### config.mk
export PLATFORM = sky130hd
export DESIGN_NAME = multicycle_ctrl_flat
export DESIGN_NICKNAME = d
export VERILOG_FILES = /design/src/rtl/multicycle_ctrl_pkg.sv /design/src/rtl/multicycle_ctrl_if.sv /design/src/rtl/multicycle_ctrl_bus_watchdog.sv /design/src/rtl/multicycle_ctrl.sv /design/src/flat_wrapper.sv
export SDC_FILE = /design/constraint.sdc
export NUM_CORES = 1
export LEC_CHECK = 0
export CORE_MARGIN = 10
export CORE_UTILIZATION = 40
export CTS_CLUSTER_DIAMETER = 60
export DETAILED_ROUTE_END_ITERATION = 10
export HOLD_SLACK_MARGIN = 0.15
export PLACE_DENSITY = 0.67
export SLEW_MARGIN = 0
export SYNTH_ARGS = -nofsm -noshare
export SYNTH_HDL_FRONTEND = slang
export SYNTH_SLANG_ARGS = --single-unit
export TNS_END_PERCENT = 20
### constraint.sdc
create_clock -name clock -period 4.9 [get_ports clock]
set_input_delay 0.98 -clock clock [delete_from_list [all_inputs] [get_ports clock]]
set_output_delay 0.98 -clock clock [all_outputs]
set_load 0.005 [all_outputs]
### src/rtl/multicycle_ctrl_pkg.sv
// rtl/multicycle_ctrl_pkg.sv - state codes, mux selects and trap causes for the multi-cycle sequencer
package multicycle_ctrl_pkg;

    typedef enum logic [2:0] {
        ST_FETCH  = 3'd0,
        ST_DECODE = 3'd1,
        ST_EXEC   = 3'd2,
        ST_MEM    = 3'd3,
        ST_WB     = 3'd4,
        ST_TRAP   = 3'd5,
        ST_HALT   = 3'd6,
        ST_UNUSED = 3'd7
    } state_t;

    localparam logic [1:0] PC_SEL_PC4    = 2'd0;
    localparam logic [1:0] PC_SEL_JUMP   = 2'd1;
    localparam logic [1:0] PC_SEL_BRANCH = 2'd2;
    localparam logic [1:0] PC_SEL_TRAP   = 2'd3;

    localparam logic [1:0] WSEL_ALU  = 2'd0;
    localparam logic [1:0] WSEL_LOAD = 2'd1;
    localparam logic [1:0] WSEL_PC4  = 2'd2;
    localparam logic [1:0] WSEL_CSR  = 2'd3;

    localparam logic [3:0] CAUSE_NONE        = 4'd0;
    localparam logic [3:0] CAUSE_FETCH_FAULT = 4'd1;
    localparam logic [3:0] CAUSE_ILLEGAL     = 4'd2;
    localparam logic [3:0] CAUSE_LOAD_FAULT  = 4'd5;
    localparam logic [3:0] CAUSE_STORE_FAULT = 4'd7;

    // Register-file write source; load wins over jump, jump over CSR.
    function automatic logic [1:0] wb_wsel(input logic is_load, input logic is_jump,
                                           input logic is_csr);
        if (is_load)      return WSEL_LOAD;
        else if (is_jump) return WSEL_PC4;
        else if (is_csr)  return WSEL_CSR;
        else              return WSEL_ALU;
    endfunction

endpackage

### src/rtl/multicycle_ctrl_if.sv
// rtl/multicycle_ctrl_if.sv - instruction and data memory request/ack bundle
// imem_req/imem_ack : fetch handshake
// dmem_req/dmem_we/dmem_ack : data access handshake (dmem_we=1 store)
// master = sequencer side, slave = memory side
interface multicycle_ctrl_if;
    logic imem_req;
    logic imem_ack;
    logic dmem_req;
    logic dmem_we;
    logic dmem_ack;

    modport master (
        output imem_req,
        input  imem_ack,
        output dmem_req,
        output dmem_we,
        input  dmem_ack
    );

    modport slave (
        input  imem_req,
        output imem_ack,
        input  dmem_req,
        input  dmem_we,
        output dmem_ack
    );
endinterface

### src/rtl/multicycle_ctrl_bus_watchdog.sv
// rtl/multicycle_ctrl_bus_watchdog.sv - request-without-ack cycle counter with expiry flag
// clock, reset_n : core clock, async active-low reset
// clear          : hold count at zero (outside any bus wait)
// enable         : a request cycle without ack; count advances
// expired        : this edge is the MEM_TIMEOUT-th cycle without ack
module multicycle_ctrl_bus_watchdog #(
    parameter int MEM_TIMEOUT = 16,
    parameter int TO_W        = 8
) (
    input  logic clock,
    input  logic reset_n,
    input  logic clear,
    input  logic enable,
    output logic expired
);

    localparam bit              ENABLED = (MEM_TIMEOUT != 0);
    localparam logic [TO_W-1:0] LIMIT   = TO_W'(ENABLED ? MEM_TIMEOUT - 1 : 0);

    logic [TO_W-1:0] count;

    always_ff @(posedge clock or negedge reset_n) begin
        if (!reset_n) begin
            count <= '0;
        end else if (clear) begin
            count <= '0;
        end else if (enable) begin
            count <= count + TO_W'(1);
        end
    end

    // Flags the edge on which the count would reach MEM_TIMEOUT; an ack on
    // that same edge deasserts enable, so the ack wins.
    assign expired = ENABLED && enable && (count == LIMIT);

endmodule

### src/rtl/multicycle_ctrl.sv
// rtl/multicycle_ctrl.sv - RV32I multi-cycle sequencer FETCH/DECODE/EXEC/MEM/WB with traps and halt
// clock, reset_n        : core clock, async active-low reset
// halt_req              : debug halt request, sampled in WB/TRAP/HALT
// bus                   : imem/dmem request-ack handshakes (master side)
// dec_valid, s_*        : decoder legality and class flags
// branch_taken          : branch compare result
// ir_we, pc_we, pc_sel  : IR/PC update controls
// rf_we, rf_wsel, csr_we: writeback controls
// trap, trap_cause      : trap pulse and sticky mcause
// halted, state, instret: debug status and retired count
module multicycle_ctrl
    import multicycle_ctrl_pkg::*;
#(
    parameter int CNT_W       = 64,
    parameter int MEM_TIMEOUT = 16,
    parameter int TO_W        = 8
) (
    input  logic                 clock,
    input  logic                 reset_n,
    input  logic                 halt_req,
    multicycle_ctrl_if.master    bus,
    input  logic                 dec_valid,
    input  logic                 s_load,
    input  logic                 s_store,
    input  logic                 s_jump,
    input  logic                 s_branch,
    input  logic                 s_csr,
    input  logic                 branch_taken,
    output logic                 ir_we,
    output logic                 pc_we,
    output logic [1:0]           pc_sel,
    output logic                 rf_we,
    output logic [1:0]           rf_wsel,
    output logic                 csr_we,
    output logic                 trap,
    output logic [3:0]           trap_cause,
    output logic                 halted,
    output logic [2:0]           state,
    output logic [CNT_W-1:0]     instret
);

    state_t           state_q, state_d;
    logic [3:0]       cause_q, cause_d;
    logic [CNT_W-1:0] instret_q;

    logic wd_clear, wd_enable, wd_expired;

    logic       imem_req_c, dmem_req_c, dmem_we_c, ir_we_c, pc_we_c;
    logic       rf_we_c, csr_we_c, trap_c, halted_c;
    logic [1:0] pc_sel_c, rf_wsel_c;

    // One watchdog serves both waits: leaving FETCH/MEM clears it, so every
    // entry to a wait state starts from zero.
    assign wd_clear  = !(state_q == ST_FETCH || state_q == ST_MEM);
    assign wd_enable = (state_q == ST_FETCH && !bus.imem_ack) ||
                       (state_q == ST_MEM   && !bus.dmem_ack);

    multicycle_ctrl_bus_watchdog #(
        .MEM_TIMEOUT (MEM_TIMEOUT),
        .TO_W        (TO_W)
    ) u_watchdog (
        .clock   (clock),
        .reset_n (reset_n),
        .clear   (wd_clear),
        .enable  (wd_enable),
        .expired (wd_expired)
    );

    always_ff @(posedge clock or negedge reset_n) begin
        if (!reset_n) begin
            state_q   <= ST_FETCH;
            cause_q   <= CAUSE_NONE;
            instret_q <= '0;
        end else begin
            state_q <= state_d;
            cause_q <= cause_d;
            if (state_q == ST_WB) begin
                instret_q <= instret_q + CNT_W'(1);
            end
        end
    end

    always_comb begin
        state_d    = state_q;
        cause_d    = cause_q;
        imem_req_c = 1'b0;
        dmem_req_c = 1'b0;
        dmem_we_c  = 1'b0;
        ir_we_c    = 1'b0;
        pc_we_c    = 1'b0;
        pc_sel_c   = PC_SEL_PC4;
        rf_we_c    = 1'b0;
        rf_wsel_c  = WSEL_ALU;
        csr_we_c   = 1'b0;
        trap_c     = 1'b0;
        halted_c   = 1'b0;

        case (state_q)
            ST_FETCH: begin
                imem_req_c = 1'b1;
                if (bus.imem_ack) begin
                    ir_we_c = 1'b1;
                    state_d = ST_DECODE;
                end else if (wd_expired) begin
                    state_d = ST_TRAP;
                    cause_d = CAUSE_FETCH_FAULT;
                end
            end
            ST_DECODE: begin
                if (!dec_valid) begin
                    state_d = ST_TRAP;
                    cause_d = CAUSE_ILLEGAL;
                end else begin
                    state_d = ST_EXEC;
                end
            end
            ST_EXEC: begin
                state_d = (s_load || s_store) ? ST_MEM : ST_WB;
            end
            ST_MEM: begin
                dmem_req_c = 1'b1;
                dmem_we_c  = s_store;
                if (bus.dmem_ack) begin
                    state_d = ST_WB;
                end else if (wd_expired) begin
                    state_d = ST_TRAP;
                    cause_d = s_store ? CAUSE_STORE_FAULT : CAUSE_LOAD_FAULT;
                end
            end
            ST_WB: begin
                pc_we_c = 1'b1;
                if (s_jump)                       pc_sel_c = PC_SEL_JUMP;
                else if (s_branch && branch_taken) pc_sel_c = PC_SEL_BRANCH;
                else                              pc_sel_c = PC_SEL_PC4;
                rf_we_c   = !(s_store || s_branch);
                rf_wsel_c = wb_wsel(s_load, s_jump, s_csr);
                csr_we_c  = s_csr;
                state_d   = halt_req ? ST_HALT : ST_FETCH;
            end
            ST_TRAP: begin
                trap_c   = 1'b1;
                pc_we_c  = 1'b1;
                pc_sel_c = PC_SEL_TRAP;
                state_d  = halt_req ? ST_HALT : ST_FETCH;
            end
            ST_HALT: begin
                halted_c = 1'b1;
                state_d  = halt_req ? ST_HALT : ST_FETCH;
            end
            default: begin
                state_d = ST_FETCH;
            end
        endcase

        // The state register already reads FETCH during reset, but FETCH
        // would still drive imem_req; force every strobe low while reset
        // is held so a handshake in flight is abandoned at once.
        if (!reset_n) begin
            imem_req_c = 1'b0;
            dmem_req_c = 1'b0;
            dmem_we_c  = 1'b0;
            ir_we_c    = 1'b0;
            pc_we_c    = 1'b0;
            rf_we_c    = 1'b0;
            csr_we_c   = 1'b0;
            trap_c     = 1'b0;
        end
    end

    assign bus.imem_req = imem_req_c;
    assign bus.dmem_req = dmem_req_c;
    assign bus.dmem_we  = dmem_we_c;
    assign ir_we        = ir_we_c;
    assign pc_we        = pc_we_c;
    assign pc_sel       = pc_sel_c;
    assign rf_we        = rf_we_c;
    assign rf_wsel      = rf_wsel_c;
    assign csr_we       = csr_we_c;
    assign trap         = trap_c;
    assign trap_cause   = cause_q;
    assign halted       = halted_c;
    assign state        = state_q;
    assign instret      = instret_q;

endmodule

### src/flat_wrapper.sv
// flat-port wrapper written by rule: the top's interface ports become plain ports
module multicycle_ctrl_flat import multicycle_ctrl_pkg::*;
#(
    parameter int CNT_W       = 64,
    parameter int MEM_TIMEOUT = 16,
    parameter int TO_W        = 8
)
  (clock, reset_n, halt_req, dec_valid, s_load, s_store, s_jump, s_branch, s_csr, branch_taken, ir_we, pc_we, pc_sel, rf_we, rf_wsel, csr_we, trap, trap_cause, halted, state, instret, bus_imem_req, bus_imem_ack, bus_dmem_req, bus_dmem_we, bus_dmem_ack);
  multicycle_ctrl_if bus_i ();
  input  logic clock;
  input  logic reset_n;
  input  logic halt_req;
  input  logic dec_valid;
  input  logic s_load;
  input  logic s_store;
  input  logic s_jump;
  input  logic s_branch;
  input  logic s_csr;
  input  logic branch_taken;
  output logic ir_we;
  output logic pc_we;
  output logic [1:0] pc_sel;
  output logic rf_we;
  output logic [1:0] rf_wsel;
  output logic csr_we;
  output logic trap;
  output logic [3:0] trap_cause;
  output logic halted;
  output logic [2:0] state;
  output logic [CNT_W-1:0] instret;
  output wire logic [$bits(bus_i.imem_req)-1:0] bus_imem_req;
  input wire logic [$bits(bus_i.imem_ack)-1:0] bus_imem_ack;
  output wire logic [$bits(bus_i.dmem_req)-1:0] bus_dmem_req;
  output wire logic [$bits(bus_i.dmem_we)-1:0] bus_dmem_we;
  input wire logic [$bits(bus_i.dmem_ack)-1:0] bus_dmem_ack;
  assign bus_imem_req = bus_i.imem_req;
  assign bus_i.imem_ack = bus_imem_ack;
  assign bus_dmem_req = bus_i.dmem_req;
  assign bus_dmem_we = bus_i.dmem_we;
  assign bus_i.dmem_ack = bus_dmem_ack;
  multicycle_ctrl #(.CNT_W(CNT_W), .MEM_TIMEOUT(MEM_TIMEOUT), .TO_W(TO_W)) u_core (.clock(clock), .reset_n(reset_n), .halt_req(halt_req), .bus(bus_i), .dec_valid(dec_valid), .s_load(s_load), .s_store(s_store), .s_jump(s_jump), .s_branch(s_branch), .s_csr(s_csr), .branch_taken(branch_taken), .ir_we(ir_we), .pc_we(pc_we), .pc_sel(pc_sel), .rf_we(rf_we), .rf_wsel(rf_wsel), .csr_we(csr_we), .trap(trap), .trap_cause(trap_cause), .halted(halted), .state(state), .instret(instret));
endmodule
==> report_table.html <==
<table>
<tr><th>Metric</th><th>Value</th></tr>
<tr><th colspan="2">Synth</th></tr>
<tr><td>Post-synth design cell area</td><td>3900 sq um</td></tr>
<tr><td>Most numerous cell types in the synthesized netlist</td><td>dfrtp_1 (78), xnor2_1 (44), nand2_1 (35), nor2_1 (33), nand3_1 (32)</td></tr>
<tr><td>Cell type contributing the most total cell area after synthesis</td><td>dfrtp_1</td></tr>
<tr><td>Seq/Total Area, Yosys</td><td>50.0%</td></tr>
<tr><td>EDFF count, synth</td><td>0</td></tr>
<tr><td>Share of synthesized registers carrying an async set or reset</td><td>100%</td></tr>
<tr><td>Seq cells post-synth</td><td>78</td></tr>
<tr><td>Number of library cell types mapped by synthesis</td><td>48</td></tr>
<tr><td>Post-synth net total</td><td>403</td></tr>
<tr><td>Share of the synthesized area in the top cell type</td><td>50.0%</td></tr>
<tr><td>Top-count cell post-synth</td><td>dfrtp_1</td></tr>
<tr><td>Number of cells produced by synthesis</td><td>389</td></tr>
<tr><td>Leading register cell type out of synthesis</td><td>dfrtp_1</td></tr>
<tr><td>Total number of yosys warnings</td><td>0</td></tr>
<tr><td>Largest cells by area after synthesis</td><td>dfrtp_1 (50%), xnor2_1 (9.9%), xor2_1 (5.8%)</td></tr>
<tr><td>Syn Area/Cell</td><td>10.0 sq um</td></tr>
<tr><th colspan="2">Power</th></tr>
<tr><td>Worst supply voltage drop on vdd</td><td>0.221 mV</td></tr>
<tr><td>Internal power</td><td>1070 uW</td></tr>
<tr><td>Power share of the clock group</td><td>28.6%</td></tr>
<tr><td>Sw Share</td><td>31.0%</td></tr>
<tr><td>Switching power</td><td>482 uW</td></tr>
<tr><td>Part of the total power dissipated in sequential elements</td><td>49.5%</td></tr>
<tr><td>Leak</td><td>0.00220 uW</td></tr>
<tr><td>Logic gate share of total power</td><td>21.8%</td></tr>
<tr><td>Final Power</td><td>1550 uW</td></tr>
<tr><td>Power density of the placed cells</td><td>302 nW/um^2</td></tr>
<tr><th colspan="2">Global routing</th></tr>
<tr><td>Number of antenna violations at the first check in global routing</td><td>0</td></tr>
<tr><td>First-pass GRT wire length</td><td>16.6 mm</td></tr>
<tr><td>Vias in the first global route</td><td>3333</td></tr>
<tr><td>Global-route congestion overflow total</td><td>0</td></tr>
<tr><td>Maximum number of pins on one net before global-route repair</td><td>50</td></tr>
<tr><td>Tot GR Track Use</td><td>14.0%</td></tr>
<tr><th colspan="2">Final layout</th></tr>
<tr><td>Number of antenna repair diodes</td><td>0</td></tr>
<tr><td>Multi-input gate area</td><td>1860 sq um</td></tr>
<tr><td>Sequential standard cell area</td><td>1950 sq um</td></tr>
<tr><td>Area added between synthesis and finish</td><td>32.0%</td></tr>
<tr><td>Fill cell instance count of the final layout</td><td>859</td></tr>
<tr><td>Net count of the finished layout</td><td>499</td></tr>
<tr><td>Share of cells above drive strength 1</td><td>5.71%</td></tr>
<tr><th colspan="2">Route</th></tr>
<tr><td>Routed length per instance</td><td>15.8 microns</td></tr>
<tr><td>Antenna viol nets, final</td><td>0</td></tr>
<tr><td>Number of remaining DRC errors</td><td>0</td></tr>
<tr><td>Post-DR vias/cell</td><td>5.14</td></tr>
<tr><td>Via count</td><td>3184</td></tr>
<tr><td>Wire length reported by the detailed router</td><td>9.80 mm</td></tr>
<tr><td>Count of TritonRoute iterations in the first routing pass</td><td>4</td></tr>
<tr><td>DRC violation total after the first TritonRoute iteration</td><td>186</td></tr>
<tr><th colspan="2">Clock tree</th></tr>
<tr><td>Clock Tree Root</td><td>clkbuf_8</td></tr>
<tr><td>Total clock buffers created by CTS</td><td>9</td></tr>
<tr><td>TritonCTS clock tree</td><td>built</td></tr>
<tr><td>Number of hold buffers added after CTS</td><td>0</td></tr>
<tr><td>Largest buffer count on any clock path</td><td>2</td></tr>
<tr><td>Clock-pin transition on the worst setup and hold timing paths</td><td>0.09 ns</td></tr>
<tr><td>Post-cts repair resize count</td><td>0</td></tr>
<tr><td>Clock Latency Late Sink</td><td>0.34 ns</td></tr>
<tr><td># H-tree levels</td><td>3</td></tr>
<tr><td>Total number of clock tree sinks</td><td>78</td></tr>
<tr><td>Post-CTS setup-driven buffer insertion count</td><td>0</td></tr>
<tr><th colspan="2">Hold path</th></tr>
<tr><td>Min-delay worst type</td><td>reg -&gt; reg</td></tr>
<tr><th colspan="2">Floorplan</th></tr>
<tr><td>Die Area</td><td>14100 sq um</td></tr>
<tr><td>Vertical extent of the die</td><td>119 microns</td></tr>
<tr><td>Horizontal die dimension</td><td>119 microns</td></tr>
<tr><td>Boundary pin count</td><td>96</td></tr>
<tr><td>Number of rows created at floorplan</td><td>35</td></tr>
<tr><td>Effective utilization at floorplan</td><td>41.7%</td></tr>
<tr><td>Area of the core</td><td>9370 sq um</td></tr>
<tr><th colspan="2">STA</th></tr>
<tr><td>Clock Skews</td><td>0.0138 ns</td></tr>
<tr><td>Headroom to the max-slew limit</td><td>24.9%</td></tr>
<tr><td>Final hold vios</td><td>0</td></tr>
<tr><td>Slew at the pin with the worst max-slew slack</td><td>1.12 ns</td></tr>
<tr><td>Highest Clock Rate</td><td>292 MHz</td></tr>
<tr><td>Unrepaired setup endpoints after global routing</td><td>no</td></tr>
<tr><td>Setup TNS</td><td>0 ns</td></tr>
<tr><td>Count of endpoints failing setup in the final report</td><td>0</td></tr>
<tr><td>Pins over their slew limit</td><td>0</td></tr>
<tr><td>Min cycle time layout</td><td>3.43 ns</td></tr>
<tr><td>Final critical-path share of the clock period</td><td>70.0%</td></tr>
<tr><th colspan="2">Setup path</th></tr>
<tr><td>Crit path launch type</td><td>primary input</td></tr>
<tr><td>Largest driver fanout on the critical path</td><td>49</td></tr>
<tr><td>Delay of the slowest cell on the worst path</td><td>0.51 ns</td></tr>
<tr><td>Cell type of the slowest stage on the worst timing path</td><td>clkdlybuf4s50_1</td></tr>
<tr><td>Endpoint required time on the critical path</td><td>3.92 ns</td></tr>
<tr><td>Critical path buffer and inverter count</td><td>2</td></tr>
<tr><td>Kind of critical path</td><td>in -&gt; out</td></tr>
<tr><td>Critical Path, Cell by Cell</td><td>buf_4 -&gt; nor3b_1 -&gt; and2_1 -&gt; clkdlybuf4s50_1</td></tr>
<tr><td>Crit path max-delay family</td><td>buffers and inverters</td></tr>
<tr><td>Critical Path AT</td><td>2.45 ns</td></tr>
<tr><td>Nature of the critical path endpoint</td><td>output pin</td></tr>
<tr><th colspan="2">Run</th></tr>
<tr><td>Max-capacitance violation count</td><td>0</td></tr>
<tr><th colspan="2">Status</th></tr>
<tr><td>Status</td><td>completed</td></tr>
<tr><th colspan="2">Placement</th></tr>
<tr><td>Number of input and output port buffers inserted</td><td>94</td></tr>
<tr><td>Routability-driven placement congestion ratio</td><td>0.851</td></tr>
<tr><td>Detailed-placement wirelength estimate</td><td>7.29 mm</td></tr>
</table>
kinds of logic (layout without fill, tap and decap cells):
group           count (synthesis)  after routing  share of synthesized area [%]
flops                          78             78                           50.0
other cells                     1              1                         0.0961
buf+inv                        21            122                           2.28
simple gates                  193            193                           27.0
fa+ha+maj                       2              2                          0.641
xor+xnor                       70             70                           15.7
mux                             2              2                          0.545
compound gates                 22             22                           3.75
metal layers:
metal  track usage [%]  vias to the layer above  part of all wire (%)
li1                  -                     1561                     -
met1              17.1                     1524                    46
met2              22.5                       97                    46
met3              5.28                        2                   7.1
met4              4.05                        0                  0.33
met5                 0                        -                     0
registers in the layout (all words and copies together), names as in the netlist:
signal / count
u_core.u_watchdog.count: 8
u_core.instret: 64
u_core.trap_cause: 3
u_core.state: 3
worst paths after layout:
check	startpoint	depth (start not counted)	slack, ns	endpoint
max in group asynchronous	reset_n	2	3.40	u_core.instret[15]$_DFFE_PN0N_
setup / recovery	reset_n	4	1.47	ir_we
setup reg to reg	u_core.state[2]$_DFF_PN0_	6	1.68	u_core.instret[55]$_DFFE_PN0N_
hold / removal	u_core.instret[63]$_DFFE_PN0N_	1	0.47	u_core.instret[63]$_DFFE_PN0N_
hold reg to reg	u_core.instret[63]$_DFFE_PN0N_	1	0.47	u_core.instret[63]$_DFFE_PN0N_
min in group asynchronous	reset_n	1	0.64	u_core.instret[42]$_DFFE_PN0N_
stage by stage:
step           worst slack [ns]  cells  utilization (%)  instance area [sq um]  hold WS, ns
2_1_floorplan              2.52    389                -                   3900        0.468
3_3_place_gp               1.47    603             53.0                   4970        0.460
3_5_place_dp               1.44    603             53.0                   4970        0.468
4_1_cts                    1.42    619             55.0                   5150        0.480
5_1_grt                    1.30    619             55.0                   5150        0.524
6_report                   1.47    619             55.0                   5150        0.473
power groups by stage:
stage	clock network, uW	logic (uW)	registers [uW]
floorplan	0	207	737
global placement	0	341	781
detailed placement	0	341	780
CTS	463	344	768
global route	482	380	783
finish	445	339	770
cell type report:
type / count / area share (%)
timing repair buffer: 97 / 18.6
clock buffer: 11 / 2.94
inverter: 9 / 0.655
clock inverter: 5 / 0.607
sequential: 78 / 37.9
tap: 129 / 3.13
multi-input combinational: 290 / 36.1
cells in the final DEF, fill, tap and decap left out, drive strengths merged, types with 11 or more instances in the layout:
master         instances
clkdlybuf4s50         93
dfrtp                 78
xnor2                 44
nand2                 35
nor2                  33
nand3                 32
xor2                  26
nand4                 22
and3                  18
nor3                  15
clkbuf                11
(Power assumes the default switching activity.)
==> RTL change, RTL diff (config.mk and constraints unchanged) <==
`CNT_W` is set to 64 in 2 places; all go to 72.
--- a/src/rtl/multicycle_ctrl.sv
+++ b/src/rtl/multicycle_ctrl.sv
@@ -11,7 +11,7 @@
 module multicycle_ctrl
     import multicycle_ctrl_pkg::*;
 #(
-    parameter int CNT_W       = 64,
+    parameter int CNT_W       = 72,
     parameter int MEM_TIMEOUT = 16,
     parameter int TO_W        = 8
 ) (
--- a/src/flat_wrapper.sv
+++ b/src/flat_wrapper.sv
@@ -1,7 +1,7 @@
 // flat-port wrapper written by rule: the top's interface ports become plain ports
 module multicycle_ctrl_flat import multicycle_ctrl_pkg::*;
 #(
-    parameter int CNT_W       = 64,
+    parameter int CNT_W       = 72,
     parameter int MEM_TIMEOUT = 16,
     parameter int TO_W        = 8
 )
Interface: changed (resized instret); port bits go from 96 to 104. The function was not compared with the original's and may differ.
==> RTL change against the unedited design <==
  * Clock skew down 0.0040 ns
  * Fmax up 0.91%
  * Design area up 12%
  * Die area up 12%
  * Sequential cell count up 8
  * Combinational power increased by 21%
  * Core utilization fell by 1.9 points
  * First-iteration DRC count up 17%
  * Synthesized area is 15% higher
  * Total power grew 10%
  * Worst hold slack got worse by 0.0070 ns
  * Worst setup slack improved by 0.031 ns
  * Wire length up 20%
  * Critical endpoint unchanged
==> RTL change: results (changes against the unedited design) <==
* Worst EP arrival at 2.42 ns (-0.03 ns)
* Tot GR Track Use at 14.7% (+0.68 points)
* Max-slew headroom at 40.3% (+15 points)
* Crit Path Max Fanout at 35 (-29%)
* Layout cells sized above 1 at 7.61% (+1.9 points)
* Switching share of power at 31.2% (+0.16 points)
* Sequential fraction of the synthesis area at 48.1% (-1.9 points)
* Syn nets at 460 (+14%)
* Largest net degree at the start of global routing at 56 (+12%)
* Post-Place Setup Slack at 1.45 ns (+0.00545 ns)
* DR iter-0 viols at 218 (+17%)
* Cell variety after synth at 56 (+17%)
* Initial core utilization at 41.1% (-0.55 points)
* Nets at 561 (+12%)
* Cells after Synth at 446 (+15%)
* I/O Buffers at 102 (+8.5%)
* Top cells by area, synth: dfrtp_1 48%, xor2_1 9.0%, xnor2_1 6.1%, nand4_1 3.5%, nor2_1 3.3%
* Commonest cells post-synth: 86 x dfrtp_1, 46 x xor2_1, 39 x nor2_1
* GP Congestion at 0.842 (-1.0%)
* Vias in the first global route at 3843 (+15%)
* Reg2Reg Depth at 5 (-1)
* WL/cell at 17.0 um (+7.5%)
* Outcome: finished clean
* Via-to-Cell Ratio at 5.33 (+3.6%)
* Routed wire length at 11.8 mm (+20%)
[RTL change: metrics by stage]
stage                     instance area (um^2)  hold WS (ns)
after floorplan                           4480         0.465
after global placement                    5610         0.456
after detailed placement                  5610         0.464
after CTS                                 5780         0.475
after global routing                      5780         0.495
final                                     5780         0.466
[RTL change: cell families after synthesis]
group	after synthesis	synth area share [%]
simple gates	223	29.0
flops	86	48.1
xor+xnor	77	15.1
buf+inv	32	3.13
compound gates	24	3.77
fa+ha+maj	2	0.559
other cells	1	0.0838
mux	1	0.252
[RTL change: power by group through the flow]
stage	Clock (mW)	Combinational, mW	Sequential (mW)
floorplan	0	0.263	0.816
global placement	0	0.411	0.862
detailed placement	0	0.414	0.865
CTS	0.461	0.417	0.853
global route	0.485	0.460	0.865
finish	0.447	0.411	0.853
[RTL change: worst max-delay path, stage by stage]
cell,delay (ns)
buf_4,0.37
inv_1,0.14
nor3_1,0.25
and2_1,0.16
clkdlybuf4s50_1,0.50
[RTL change: routing by layer]
metal / up-vias / GRT usage (%) / wire [um]
li1: 1764 / - / -
met1: 1790 / 18.1 / 5230
met2: 124 / 23.0 / 5270
met3: 8 / 6.29 / 1190
met4: 0 / 4.09 / 87
met5: - / 0 / 0
[RTL change: worst paths after layout]
kind	start	endpoint
worst max-delay path	reset_n	ir_we
worst min-delay path	u_core.instret[71]$_DFFE_PN0N_	u_core.instret[71]$_DFFE_PN0N_
worst max register to register	u_core.state[1]$_DFF_PN0_	u_core.instret[67]$_DFFE_PN0N_
worst min register to register	u_core.instret[71]$_DFFE_PN0N_	u_core.instret[71]$_DFFE_PN0N_
max in group asynchronous	reset_n	u_core.instret[24]$_DFFE_PN0N_
min in group asynchronous	reset_n	u_core.instret[14]$_DFFE_PN0N_
[RTL change: area by class of cell]
cell class              instances  area, um^2
repair buffers                103        1030
well taps                     140         175
flip-flops and latches         86        2150
clock inverters                 3        20.0
clock buffers                  13         149
inverters                      19        71.3
fillers                      1001        5110
multi-input cells             328        2180
